File: config.mk
export PLATFORM = sky130hd
export DESIGN_NAME = pipeline_ctrl_flat
export DESIGN_NICKNAME = d
export VERILOG_FILES = /design/src/rtl/pipeline_ctrl_pkg.sv /design/src/rtl/pipeline_ctrl_if.sv /design/src/rtl/pipeline_ctrl_load_use_detect.sv /design/src/rtl/pipeline_ctrl.sv /design/src/flat_wrapper.sv
export SDC_FILE = /design/constraint.sdc
export NUM_CORES = 1
export LEC_CHECK = 0
export ABC_AREA = 1
export ABC_CLOCK_PERIOD_IN_PS = 4500
export BUFFER_PORTS_ARGS = -buffer_cell sky130_fd_sc_hd__buf_2
export CORE_MARGIN = 1.5
export CORE_UTILIZATION = 55
export CTS_CLUSTER_SIZE = 12
export DETAILED_ROUTE_END_ITERATION = 10
export GPL_TIMING_DRIVEN = 0
export PLACE_DENSITY = 0.85
export SYNTH_ARGS = -nofsm -noshare
export SYNTH_HDL_FRONTEND = slang
export SYNTH_SLANG_ARGS = --single-unit
File: constraint.sdc
create_clock -name clk_i -period 4.5 [get_ports clk_i]
set_input_delay 0.675 -clock clk_i [delete_from_list [all_inputs] [get_ports clk_i]]
set_output_delay 0.675 -clock clk_i [all_outputs]
set_load 0.02 [all_outputs]
File: src/rtl/pipeline_ctrl_pkg.sv
// rtl/pipeline_ctrl_pkg.sv - shared types and control encodings for the pipeline stall/flush sequencer
package pipe_ctrl_pkg;

    localparam int DEF_MDU_LAT = 4;
    localparam int DEF_CNT_W   = 16;

    typedef enum logic [1:0] {
        ST_RUN      = 2'd0,
        ST_EX_BUSY  = 2'd1,
        ST_MEM_WAIT = 2'd2
    } state_t;

    typedef struct packed {
        logic pc_write;
        logic ifid_write;
        logic idex_write;
        logic exmem_write;
        logic memwb_write;
        logic ifid_flush;
        logic idex_bubble;
        logic exmem_bubble;
        logic memwb_bubble;
    } ctrl_t;

    localparam ctrl_t CTRL_OFF     = 9'b00000_0000;
    localparam ctrl_t CTRL_ADVANCE = 9'b11111_0000;
    // EX is occupied: front end frozen, EX/MEM captures a bubble behind it
    localparam ctrl_t CTRL_MDU     = 9'b00011_0010;
    // MEM is waiting: only MEM/WB advances, and it captures a bubble
    localparam ctrl_t CTRL_MEM     = 9'b00001_0001;

    function automatic ctrl_t id_stage_ctrl(input logic load_use, input logic branch);
        ctrl_t c;
        c = CTRL_ADVANCE;
        if (load_use) begin
            c.pc_write    = 1'b0;
            c.ifid_write  = 1'b0;
            c.idex_bubble = 1'b1;
        end else if (branch) begin
            c.ifid_flush = 1'b1;
        end
        return c;
    endfunction

endpackage

File: src/rtl/pipeline_ctrl_if.sv
// rtl/pipeline_ctrl_if.sv - hazard inputs and stage-register controls between datapath and sequencer
interface pipeline_ctrl_if;

    logic       idex_memrd_i;
    logic [4:0] idex_rt_i;
    logic [4:0] ifid_rs_i;
    logic [4:0] ifid_rt_i;
    logic       branch_taken_i;
    logic       mdu_start_i;
    logic       mem_req_i;
    logic       mem_ack_i;

    logic       pc_write_o;
    logic       ifid_write_o;
    logic       idex_write_o;
    logic       exmem_write_o;
    logic       memwb_write_o;
    logic       ifid_flush_o;
    logic       idex_bubble_o;
    logic       exmem_bubble_o;
    logic       memwb_bubble_o;

    modport master (
        output idex_memrd_i, idex_rt_i, ifid_rs_i, ifid_rt_i,
        output branch_taken_i, mdu_start_i, mem_req_i, mem_ack_i,
        input  pc_write_o, ifid_write_o, idex_write_o, exmem_write_o, memwb_write_o,
        input  ifid_flush_o, idex_bubble_o, exmem_bubble_o, memwb_bubble_o
    );

    modport slave (
        input  idex_memrd_i, idex_rt_i, ifid_rs_i, ifid_rt_i,
        input  branch_taken_i, mdu_start_i, mem_req_i, mem_ack_i,
        output pc_write_o, ifid_write_o, idex_write_o, exmem_write_o, memwb_write_o,
        output ifid_flush_o, idex_bubble_o, exmem_bubble_o, memwb_bubble_o
    );

endinterface

File: src/rtl/pipeline_ctrl_load_use_detect.sv
// rtl/pipeline_ctrl_load_use_detect.sv - combinational load-use hazard between the EX load and the ID consumer
module load_use_detect (
    input  logic       memrd_i,
    input  logic [4:0] ex_rt_i,
    input  logic [4:0] id_rs_i,
    input  logic [4:0] id_rt_i,
    output logic       hazard_o
);

    // $zero is never a real producer, so a load into r0 cannot create a hazard
    assign hazard_o = memrd_i && (ex_rt_i != 5'd0) &&
                      ((ex_rt_i == id_rs_i) || (ex_rt_i == id_rt_i));

endmodule

File: src/rtl/pipeline_ctrl.sv
// rtl/pipeline_ctrl.sv - stall/flush sequencer for the 5-stage pipeline registers
module pipeline_ctrl
    import pipe_ctrl_pkg::*;
#(
    parameter int MDU_LAT = DEF_MDU_LAT,
    parameter int CNT_W   = DEF_CNT_W
) (
    input  logic             clk_i,
    input  logic             rst_n_i,
    input  logic             start_i,
    pipeline_ctrl_if.slave   bus,
    output logic [1:0]       state_o,
    output logic [CNT_W-1:0] stall_cnt_o
);

    localparam int MCW = $clog2(MDU_LAT);
    // The entry cycle and the release cycle are both part of the MDU occupancy
    localparam logic [MCW-1:0] MDU_LOAD = MCW'(MDU_LAT - 2);

    state_t           state_q, state_d;
    logic [MCW-1:0]   mdu_cnt_q, mdu_cnt_d;
    logic [CNT_W-1:0] stall_cnt_q;
    ctrl_t            ctrl, ctrl_out;
    logic             load_use;
    logic             mem_stall;

    load_use_detect u_load_use_detect (
        .memrd_i  (bus.idex_memrd_i),
        .ex_rt_i  (bus.idex_rt_i),
        .id_rs_i  (bus.ifid_rs_i),
        .id_rt_i  (bus.ifid_rt_i),
        .hazard_o (load_use)
    );

    assign mem_stall = bus.mem_req_i && !bus.mem_ack_i;

    always_comb begin
        ctrl      = CTRL_ADVANCE;
        state_d   = state_q;
        mdu_cnt_d = mdu_cnt_q;
        case (state_q)
            ST_RUN: begin
                if (mem_stall) begin
                    ctrl    = CTRL_MEM;
                    state_d = ST_MEM_WAIT;
                end else if (bus.mdu_start_i) begin
                    ctrl      = CTRL_MDU;
                    mdu_cnt_d = MDU_LOAD;
                    state_d   = ST_EX_BUSY;
                end else begin
                    ctrl = id_stage_ctrl(load_use, bus.branch_taken_i);
                end
            end
            ST_EX_BUSY: begin
                if (mdu_cnt_q != '0) begin
                    ctrl      = CTRL_MDU;
                    mdu_cnt_d = mdu_cnt_q - MCW'(1);
                end else begin
                    // mdu_start_i is still high for the retiring op, so only ID hazards apply
                    ctrl    = id_stage_ctrl(load_use, bus.branch_taken_i);
                    state_d = ST_RUN;
                end
            end
            ST_MEM_WAIT: begin
                if (!bus.mem_ack_i) begin
                    ctrl = CTRL_MEM;
                end else begin
                    state_d = ST_RUN;
                end
            end
            default: begin
                state_d = ST_RUN;
            end
        endcase
    end

    assign ctrl_out = (rst_n_i && start_i) ? ctrl : CTRL_OFF;

    always_ff @(posedge clk_i or negedge rst_n_i) begin
        if (!rst_n_i) begin
            state_q     <= ST_RUN;
            mdu_cnt_q   <= '0;
            stall_cnt_q <= '0;
        end else if (start_i) begin
            state_q   <= state_d;
            mdu_cnt_q <= mdu_cnt_d;
            if (!ctrl_out.pc_write && (stall_cnt_q != '1)) begin
                stall_cnt_q <= stall_cnt_q + CNT_W'(1);
            end
        end
    end

    assign bus.pc_write_o     = ctrl_out.pc_write;
    assign bus.ifid_write_o   = ctrl_out.ifid_write;
    assign bus.idex_write_o   = ctrl_out.idex_write;
    assign bus.exmem_write_o  = ctrl_out.exmem_write;
    assign bus.memwb_write_o  = ctrl_out.memwb_write;
    assign bus.ifid_flush_o   = ctrl_out.ifid_flush;
    assign bus.idex_bubble_o  = ctrl_out.idex_bubble;
    assign bus.exmem_bubble_o = ctrl_out.exmem_bubble;
    assign bus.memwb_bubble_o = ctrl_out.memwb_bubble;

    assign state_o     = state_q;
    assign stall_cnt_o = stall_cnt_q;

endmodule

File: src/flat_wrapper.sv
// flat-port wrapper written by rule: the top's interface ports become plain ports
module pipeline_ctrl_flat import pipe_ctrl_pkg::*;
#(
    parameter int MDU_LAT = DEF_MDU_LAT,
    parameter int CNT_W   = DEF_CNT_W
)
  (clk_i, rst_n_i, start_i, state_o, stall_cnt_o, bus_idex_memrd_i, bus_idex_rt_i, bus_ifid_rs_i, bus_ifid_rt_i, bus_branch_taken_i, bus_mdu_start_i, bus_mem_req_i, bus_mem_ack_i, bus_pc_write_o, bus_ifid_write_o, bus_idex_write_o, bus_exmem_write_o, bus_memwb_write_o, bus_ifid_flush_o, bus_idex_bubble_o, bus_exmem_bubble_o, bus_memwb_bubble_o);
  pipeline_ctrl_if bus_i ();
  input  logic clk_i;
  input  logic rst_n_i;
  input  logic start_i;
  output logic [1:0] state_o;
  output logic [CNT_W-1:0] stall_cnt_o;
  input wire logic [$bits(bus_i.idex_memrd_i)-1:0] bus_idex_memrd_i;
  input wire logic [$bits(bus_i.idex_rt_i)-1:0] bus_idex_rt_i;
  input wire logic [$bits(bus_i.ifid_rs_i)-1:0] bus_ifid_rs_i;
  input wire logic [$bits(bus_i.ifid_rt_i)-1:0] bus_ifid_rt_i;
  input wire logic [$bits(bus_i.branch_taken_i)-1:0] bus_branch_taken_i;
  input wire logic [$bits(bus_i.mdu_start_i)-1:0] bus_mdu_start_i;
  input wire logic [$bits(bus_i.mem_req_i)-1:0] bus_mem_req_i;
  input wire logic [$bits(bus_i.mem_ack_i)-1:0] bus_mem_ack_i;
  output wire logic [$bits(bus_i.pc_write_o)-1:0] bus_pc_write_o;
  output wire logic [$bits(bus_i.ifid_write_o)-1:0] bus_ifid_write_o;
  output wire logic [$bits(bus_i.idex_write_o)-1:0] bus_idex_write_o;
  output wire logic [$bits(bus_i.exmem_write_o)-1:0] bus_exmem_write_o;
  output wire logic [$bits(bus_i.memwb_write_o)-1:0] bus_memwb_write_o;
  output wire logic [$bits(bus_i.ifid_flush_o)-1:0] bus_ifid_flush_o;
  output wire logic [$bits(bus_i.idex_bubble_o)-1:0] bus_idex_bubble_o;
  output wire logic [$bits(bus_i.exmem_bubble_o)-1:0] bus_exmem_bubble_o;
  output wire logic [$bits(bus_i.memwb_bubble_o)-1:0] bus_memwb_bubble_o;
  assign bus_i.idex_memrd_i = bus_idex_memrd_i;
  assign bus_i.idex_rt_i = bus_idex_rt_i;
  assign bus_i.ifid_rs_i = bus_ifid_rs_i;
  assign bus_i.ifid_rt_i = bus_ifid_rt_i;
  assign bus_i.branch_taken_i = bus_branch_taken_i;
  assign bus_i.mdu_start_i = bus_mdu_start_i;
  assign bus_i.mem_req_i = bus_mem_req_i;
  assign bus_i.mem_ack_i = bus_mem_ack_i;
  assign bus_pc_write_o = bus_i.pc_write_o;
  assign bus_ifid_write_o = bus_i.ifid_write_o;
  assign bus_idex_write_o = bus_i.idex_write_o;
  assign bus_exmem_write_o = bus_i.exmem_write_o;
  assign bus_memwb_write_o = bus_i.memwb_write_o;
  assign bus_ifid_flush_o = bus_i.ifid_flush_o;
  assign bus_idex_bubble_o = bus_i.idex_bubble_o;
  assign bus_exmem_bubble_o = bus_i.exmem_bubble_o;
  assign bus_memwb_bubble_o = bus_i.memwb_bubble_o;
  pipeline_ctrl #(.MDU_LAT(MDU_LAT), .CNT_W(CNT_W)) u_core (.clk_i(clk_i), .rst_n_i(rst_n_i), .start_i(start_i), .bus(bus_i), .state_o(state_o), .stall_cnt_o(stall_cnt_o));
endmodule
==> out/qor.json, run 1 <==
{
  "synth.avg_cell_area_um2": 6.60,
  "hpwl_um": 2770,
  "first_global_vias": 1446,
  "critPathMaxStageDelay_ns": 0.39,
  "num_antenna_cells": 0,
  "synth.cells.most_frequent": "sky130_fd_sc_hd__nand2_1 (77), sky130_fd_sc_hd__inv_1 (33), sky130_fd_sc_hd__nand3_1 (30)",
  "max_cap_viol_count": 0,
  "yosys.cell_count.top_type": "sky130_fd_sc_hd__nand2_1",
  "unrepaired_setup_endpoints_after_global_routing": "no",
  "period_share_pct": 64.4,
  "place_area_mm2": 0.00186,
  "setup_tns_after_final_layout_ns": 0,
  "synth-xor-area-share_pct": 8.33,
  "ffs_w_async_s_r_synth_pct": 100,
  "power_density_mw_per_mm2": 363,
  "edff_count_synth": 0,
  "grt_antenna_before_repair": 0,
  "cts_root_buffer": "sky130_fd_sc_hd__clkbuf_4",
  "drive_gt1_share_pct": 24.7,
  "final_core_util_pct": 68.9,
  "cts-buffers-inserted": 3,
  "peakVddDrop_v": 0.000376,
  "rows": 19,
  "postCtsResizedCells": 0,
  "critical_path.cell_chain": "buf_2, nand2_1, inv_1, o21ai_1, inv_2, nand2_4, buf_2, inv_1, buf_4, buf_2",
  "netlist.area_leader.share_pct": 31.7,
  "routed_wl_um": 3480,
  "maximum_clock_frequency_mhz": 345,
  "clk_latency_ns": 0.31,
  "path_buf_inv": 7,
  "synth_area_leader_cell": "sky130_fd_sc_hd__dfrtp_1",
  "firstDrtPassIters": 5,
  "wire_per_inst_um": 10.8,
  "cp-end-kind": "primary output",
  "main_combinational_cell_family_by_area_after_synthesis": "simple AND/OR/NAND/NOR gates",
  "fill_count": 249,
  "grt_start_max_net_pins": 22,
  "p_leak_nw": 1.13,
  "synth-compound-area-share_pct": 4.28,
  "run_status": "finished, final reports clean",
  "min_path_type": "in -> async",
  "tritoncts": "done",
  "timing.critical_path.max_delay_family": "buffers and inverters",
  "yosys_most_used_dff": "sky130_fd_sc_hd__dfrtp_1",
  "crit_arrival_ns": 2.22,
  "cts_sinks": 20,
  "vias_per_cell": 5.07,
  "area_taken_by_multi_input_logic_gates_um2": 880,
  "worst_slew_margin_rel_pct": 68.1,
  "initial_utilization_pct": 57.7,
  "overflow": 0,
  "whs_ns": 0.303,
  "timing.critical_path.fanout_max": 21,
  "design.die.area_mm2": 0.00320,
  "yosysWarnings": 0,
  "wire_length_of_the_first_global_routing_pass_um": 5890,
  "criticalPathCategory": "in -> out",
  "seq_area_frac_synth_pct": 31.7,
  "storage_cell_area_um2": 500,
  "dr.first_iter.drc_count": 57,
  "synth_mux_area_share_pct": 0,
  "chipHeight_um": 56.6,
  "synth.distinct_cells": 31,
  "setup_viol": 0,
  "synthesis.nets": 264,
  "min_period_ns": 2.90,
  "critical_path_rt_ns": 3.83,
  "num-nets-final": 318,
  "final_design_area_no_fill_mm2": 0.00188,
  "place.gp.congestion": 0.854,
  "h-tree-depth": 1,
  "via_count": 1632,
  "aggregate_global_route_resource_usage_pct": 23.7,
  "finClkSkew_ns": 0.00609,
  "chipWidth_um": 56.6,
  "synth-seq-cells": 20,
  "worst_pin_slew_ns": 0.478,
  "worst_path_max_delay_cell": "sky130_fd_sc_hd__buf_2",
  "fp.coreArea_mm2": 0.00273,
  "share_of_synthesized_cell_area_in_and_or_nand_and_nor_gates_pct": 41.6,
  "ios": 50,
  "cp-start-kind": "input port",
  "crit_path_frequent_cell": "sky130_fd_sc_hd__buf_2",
  "buffer_ports.inserted": 49,
  "post_synth_main_area_contributors": "sky130_fd_sc_hd__dfrtp_1 (32%), sky130_fd_sc_hd__nand2_1 (18%), sky130_fd_sc_hd__nand3_1 (9.5%), sky130_fd_sc_hd__inv_1 (7.9%), sky130_fd_sc_hd__nor2_1 (5.5%)",
  "post_synth_inst_count": 239,
  "antenna_left": 0,
  "report.final.slew_viol_count": 0,
  "netlist_area_mm2": 0.00158,
  "cts.hold.buffers_added": 0,
  "clk_path_buf_depth": 2,
  "drc_violations_left": 0,
  "setup.reg_to_reg.worst_slack_ns": 2.70,
  "clkSlewWorstSetupHoldPaths_ns": 0.11,
  "synth_fa_ha_area_share_pct": 1.59,
  "cts.repair_timing.setup_buffer_count": 0,
  "final_hold_viol_count": 0,
  "area.growth.synth_to_final_pct": 19.4
}
[worst reg2reg max path, delay by kind of cell (launching register included)]
family / cells / cell delay, ns
adders and majority gates: 1 / 0.30
and+or+nand+nor: 7 / 0.69
buffers and inverters: 2 / 0.24
DFF: 1 / 0.46
[stage by stage]
stage / worst slack (ns) / cells / total power [mW]
after floorplan: 1.95 / 239 / 0.500
after global placement: 1.62 / 319 / 0.589
after detailed placement: 1.57 / 319 / 0.600
after CTS: 1.57 / 322 / 0.690
after global routing: 1.40 / 322 / 0.735
final: 1.60 / 322 / 0.685
[path summary, 6_finish.rpt]
| check | startpoint | endpoint | cells past startpoint |
|---|---|---|---|
| worst max-delay path | rst_n_i | bus_pc_write_o | 10 |
| worst min-delay path | rst_n_i | u_core.stall_cnt_o[9] | 1 |
| worst max register to register | u_core.stall_cnt_o[0] | u_core.stall_cnt_o[9] | 10 |
| worst min register to register | u_core.stall_cnt_o[4] | u_core.stall_cnt_o[4] | 2 |
| max in group asynchronous | rst_n_i | u_core.stall_cnt_o[10] | 1 |
| min in group clk_i | u_core.stall_cnt_o[4] | u_core.stall_cnt_o[4] | 2 |
[layout by cell type, fill, tap and decap left out, types with 2 or more instances in the layout]
cell                        n
sky130_fd_sc_hd__a21oi_1    5
sky130_fd_sc_hd__buf_2     50
sky130_fd_sc_hd__clkbuf_4   3
sky130_fd_sc_hd__dfrtp_1   20
sky130_fd_sc_hd__ha_1       2
sky130_fd_sc_hd__inv_1     33
sky130_fd_sc_hd__inv_2      8
sky130_fd_sc_hd__nand2_1   77
sky130_fd_sc_hd__nand3_1   30
sky130_fd_sc_hd__nor2_1    23
sky130_fd_sc_hd__nor2_4     2
sky130_fd_sc_hd__nor3_1     3
sky130_fd_sc_hd__o21ai_0    3
sky130_fd_sc_hd__xnor2_1    8
sky130_fd_sc_hd__xor2_1     7
[area by class of cell]
type	count	share of cell area (%)
tap	31	2.06
sequential	20	26.6
multi-input combinational	173	46.7
timing repair buffer	49	13.0
clock buffer	3	1.20
inverter	42	8.43
buffer	4	2.06
[sequential cells by signal (all words and copies together), names as in the netlist]
register            count
u_core.stall_cnt_o     16
u_core.mdu_cnt_q        2
u_core.state_o          2
[per-layer routing]
| layer | track usage, % | part of all wire (%) | up-vias |
|---|---|---|---|
| met3 | 5.30 | 5.6 | 5 |
| met2 | 43.4 | 49 | 42 |
| met4 | 10.2 | 1.7 | 0 |
| met1 | 25.9 | 43 | 738 |
| met5 | 0 | 0 | - |
| li1 | - | - | 847 |
[power breakdown]
| group | internal, mW | leakage [nW] | total, mW | switching (mW) |
|---|---|---|---|---|
| Combinational | 0.117 | 0.849 | 0.331 | 0.214 |
| Clock | 0.0314 | 0.0138 | 0.0885 | 0.0571 |
| Sequential | 0.218 | 0.265 | 0.265 | 0.0464 |
| Total | 0.367 | 1.13 | 0.685 | 0.317 |
[logic make-up after synthesis]
family,Yosys count
AO/OA/AOI/OAI,12
XOR/XNOR,15
adder cells (fa/ha/maj),2
buffers and inverters,46
flip-flops,20
AND/OR/NAND/NOR,144
No activity file was read; power rests on OpenSTA's default activity.
==> run 2: changes to the inputs <==
--- a/config.mk
+++ b/config.mk
@@ -5,15 +5,15 @@
 export SDC_FILE = /design/constraint.sdc
 export NUM_CORES = 1
 export LEC_CHECK = 0
-export ABC_AREA = 1
-export ABC_CLOCK_PERIOD_IN_PS = 4500
+export ABC_AREA = 0
+export ABC_CLOCK_PERIOD_IN_PS = 2500
 export BUFFER_PORTS_ARGS = -buffer_cell sky130_fd_sc_hd__buf_2
 export CORE_MARGIN = 1.5
-export CORE_UTILIZATION = 55
+export CORE_UTILIZATION = 43
 export CTS_CLUSTER_SIZE = 12
 export DETAILED_ROUTE_END_ITERATION = 10
 export GPL_TIMING_DRIVEN = 0
-export PLACE_DENSITY = 0.85
+export PLACE_DENSITY = 0.75
 export SYNTH_ARGS = -nofsm -noshare
 export SYNTH_HDL_FRONTEND = slang
 export SYNTH_SLANG_ARGS = --single-unit
==> constraint.sdc (replaced) <==
create_clock -name clk_i -period 2.5 [get_ports clk_i]
set_input_delay 0.375 -clock clk_i [delete_from_list [all_inputs] [get_ports clk_i]]
set_output_delay 0.375 -clock clk_i [all_outputs]
set_load 0.02 [all_outputs]
==> out/qor.json, run 2 <==
{
  "yosys_most_used_dff": "sky130_fd_sc_hd__dfrtp_1",
  "synthesis.nets": 151,
  "buffer_ports.inserted": 49,
  "synth-seq-cells": 20,
  "yosysWarnings": 0,
  "power_density_mw_per_mm2": 784,
  "seq_area_frac_synth_pct": 40.3,
  "criticalPathCategory": "reg -> out",
  "finClkSkew_ns": 0.00891,
  "post_synth_main_area_contributors": "sky130_fd_sc_hd__dfrtp_1 (40%), sky130_fd_sc_hd__xor2_1 (9.2%), sky130_fd_sc_hd__xnor2_1 (8.5%), sky130_fd_sc_hd__and4_1 (3.5%), sky130_fd_sc_hd__nor2_1 (2.7%)",
  "period_share_pct": 95.7,
  "hpwl_um": 2170,
  "worst_path_max_delay_cell": "sky130_fd_sc_hd__dfrtp_1",
  "clkSlewWorstSetupHoldPaths_ns": 0.11,
  "final_hold_viol_count": 0,
  "run_status": "finished, final reports clean",
  "place.gp.congestion": 0.849,
  "critical_path_rt_ns": 2.12,
  "h-tree-depth": 1,
  "maximum_clock_frequency_mhz": 418,
  "cp-end-kind": "primary output",
  "rows": 19,
  "synth_mux_area_share_pct": 2.62,
  "grt_antenna_before_repair": 0,
  "timing.critical_path.max_delay_family": "compound AO/OA/AOI/OAI gates",
  "timing.critical_path.fanout_max": 3,
  "synth.cells.most_frequent": "sky130_fd_sc_hd__dfrtp_1 (20), sky130_fd_sc_hd__xor2_1 (13), sky130_fd_sc_hd__xnor2_1 (12)",
  "setup_viol": 0,
  "synth-compound-area-share_pct": 7.66,
  "min_path_type": "in -> reg",
  "fp.coreArea_mm2": 0.00276,
  "cts_sinks": 20,
  "report.final.slew_viol_count": 0,
  "vias_per_cell": 5.42,
  "synth.avg_cell_area_um2": 9.85,
  "yosys.cell_count.top_type": "sky130_fd_sc_hd__dfrtp_1",
  "tritoncts": "done",
  "first_global_vias": 1043,
  "ios": 50,
  "peakVddDrop_v": 0.000595,
  "area.growth.synth_to_final_pct": 28.7,
  "largest_reg_flops": 16,
  "worst_pin_slew_ns": 0.935,
  "edff_count_synth": 0,
  "crit_arrival_ns": 2.02,
  "overflow": 0,
  "wire_length_of_the_first_global_routing_pass_um": 4540,
  "mostFrequentLayoutCells": "sky130_fd_sc_hd__buf_2 (48), sky130_fd_sc_hd__dfrtp_1 (20), sky130_fd_sc_hd__xor2_1 (13)",
  "firstDrtPassIters": 4,
  "dr.first_iter.drc_count": 9,
  "via_count": 1138,
  "max_cap_viol_count": 0,
  "synth_fa_ha_area_share_pct": 2.02,
  "aggregate_global_route_resource_usage_pct": 17.5,
  "routed_wl_um": 2860,
  "cts_root_buffer": "sky130_fd_sc_hd__clkbuf_4",
  "p_leak_nw": 0.818,
  "num_antenna_cells": 0,
  "synth_area_leader_cell": "sky130_fd_sc_hd__dfrtp_1",
  "antenna_left": 0,
  "synth.distinct_cells": 38,
  "netlist.area_leader.share_pct": 40.3,
  "drive_gt1_share_pct": 36.9,
  "critical_path.cell_chain": "inv_1, ha_2, a22oi_1, or3_4, o21ai_1, a21boi_2, buf_4, buf_2",
  "path_buf_inv": 3,
  "initial_utilization_pct": 45.0,
  "grt_start_max_net_pins": 23,
  "layout.cells.most_common": "sky130_fd_sc_hd__buf_2",
  "num-nets-final": 205,
  "final_core_util_pct": 57.9,
  "chipWidth_um": 56.7,
  "worst_slew_margin_rel_pct": 37.5,
  "netlist_area_mm2": 0.00124,
  "cts-buffers-inserted": 3,
  "share_of_synthesized_cell_area_in_and_or_nand_and_nor_gates_pct": 23.7,
  "critPathMaxStageDelay_ns": 0.38,
  "min_period_ns": 2.39,
  "ffs_w_async_s_r_synth_pct": 100,
  "clk_path_buf_depth": 2,
  "cp-start-kind": "flop",
  "design.die.area_mm2": 0.00322,
  "post_synth_inst_count": 126,
  "main_combinational_cell_family_by_area_after_synthesis": "simple AND/OR/NAND/NOR gates",
  "drc_violations_left": 0,
  "wire_per_inst_um": 13.6,
  "chipHeight_um": 56.7,
  "total_power_mw": 1.25,
  "synth-xor-area-share_pct": 17.6,
  "clk_latency_ns": 0.30
}
[run 2: layout make-up]
cell class / count / area [µm²]
clock buffers: 3 / 22.5
well taps: 31 / 38.8
fillers: 255 / 1160
inverters: 5 / 18.8
plain buffers: 6 / 52.6
multi-input cells: 94 / 677
repair buffers: 50 / 258
clock inverters: 1 / 30.0
flip-flops and latches: 20 / 500
[run 2: metal layers]
metal  up-vias  global-route usage (%)  routed length (µm)
met5         -                       0                   0
met4         0                    5.44                  47
met3         6                    3.23                  89
met2        23                    30.1                1500
met1       546                    22.2                1220
li1        563                       -                   -
[run 2: kinds of logic after synthesis]
| family | Yosys count |
|---|---|
| and+or+nand+nor | 50 |
| xor gates and xnor gates | 25 |
| muxes | 3 |
| adders and majority gates | 2 |
| DFF | 20 |
| buffers and inverters | 12 |
| AOI/OAI and AO/OA | 14 |
[run 2: timing repair]
action,in CTS,in global routing
resized for setup,0,4
hold endpoints to repair,0,20
setup endpoints to repair,1,3
hold buffers,0,1
buffers inserted,0,0
[run 2: path summary, 6_finish.rpt]
check	slack, ns	cells past startpoint	to	from
worst min register to register	0.50	1	u_core.stall_cnt_o[14]	u_core.stall_cnt_o[14]
worst max register to register	0.35	10	u_core.stall_cnt_o[13]	u_core.stall_cnt_o[2]
worst max-delay path	0.11	8	bus_pc_write_o	u_core.mdu_cnt_q[0]
worst min-delay path	0.34	3	u_core.state_o[0]	bus_mdu_start_i
min in group asynchronous	0.79	2	u_core.stall_cnt_o[4]	rst_n_i
max in group asynchronous	1.14	2	u_core.state_o[0]	rst_n_i
[run 2: report_power, final]
part,leakage [nW],internal (mW),total (mW),switching [mW]
logic,0.527,0.209,0.505,0.296
registers,0.262,0.399,0.479,0.0799
clock network,0.0279,0.162,0.268,0.106
[run 2: worst min-delay path, stage by stage]
cell	delay, ns
sky130_fd_sc_hd__buf_2	0.11
sky130_fd_sc_hd__nand2_1	0.07
sky130_fd_sc_hd__o41ai_1	0.06
[run 2: through the flow]
stage               instance area, µm²  setup slack [ns]  hold WS, ns  TNS, ns  cells
floorplan                         1240            0.0239       0.0794        0    126
global placement                  1530            0.0775        0.355        0    206
detailed placement                1530           0.00586        0.370        0    206
CTS                               1580            0.0104       0.0243        0    209
global route                      1600           -0.0111        0.350  -0.0111    210
finish                            1600             0.108        0.340        0    210
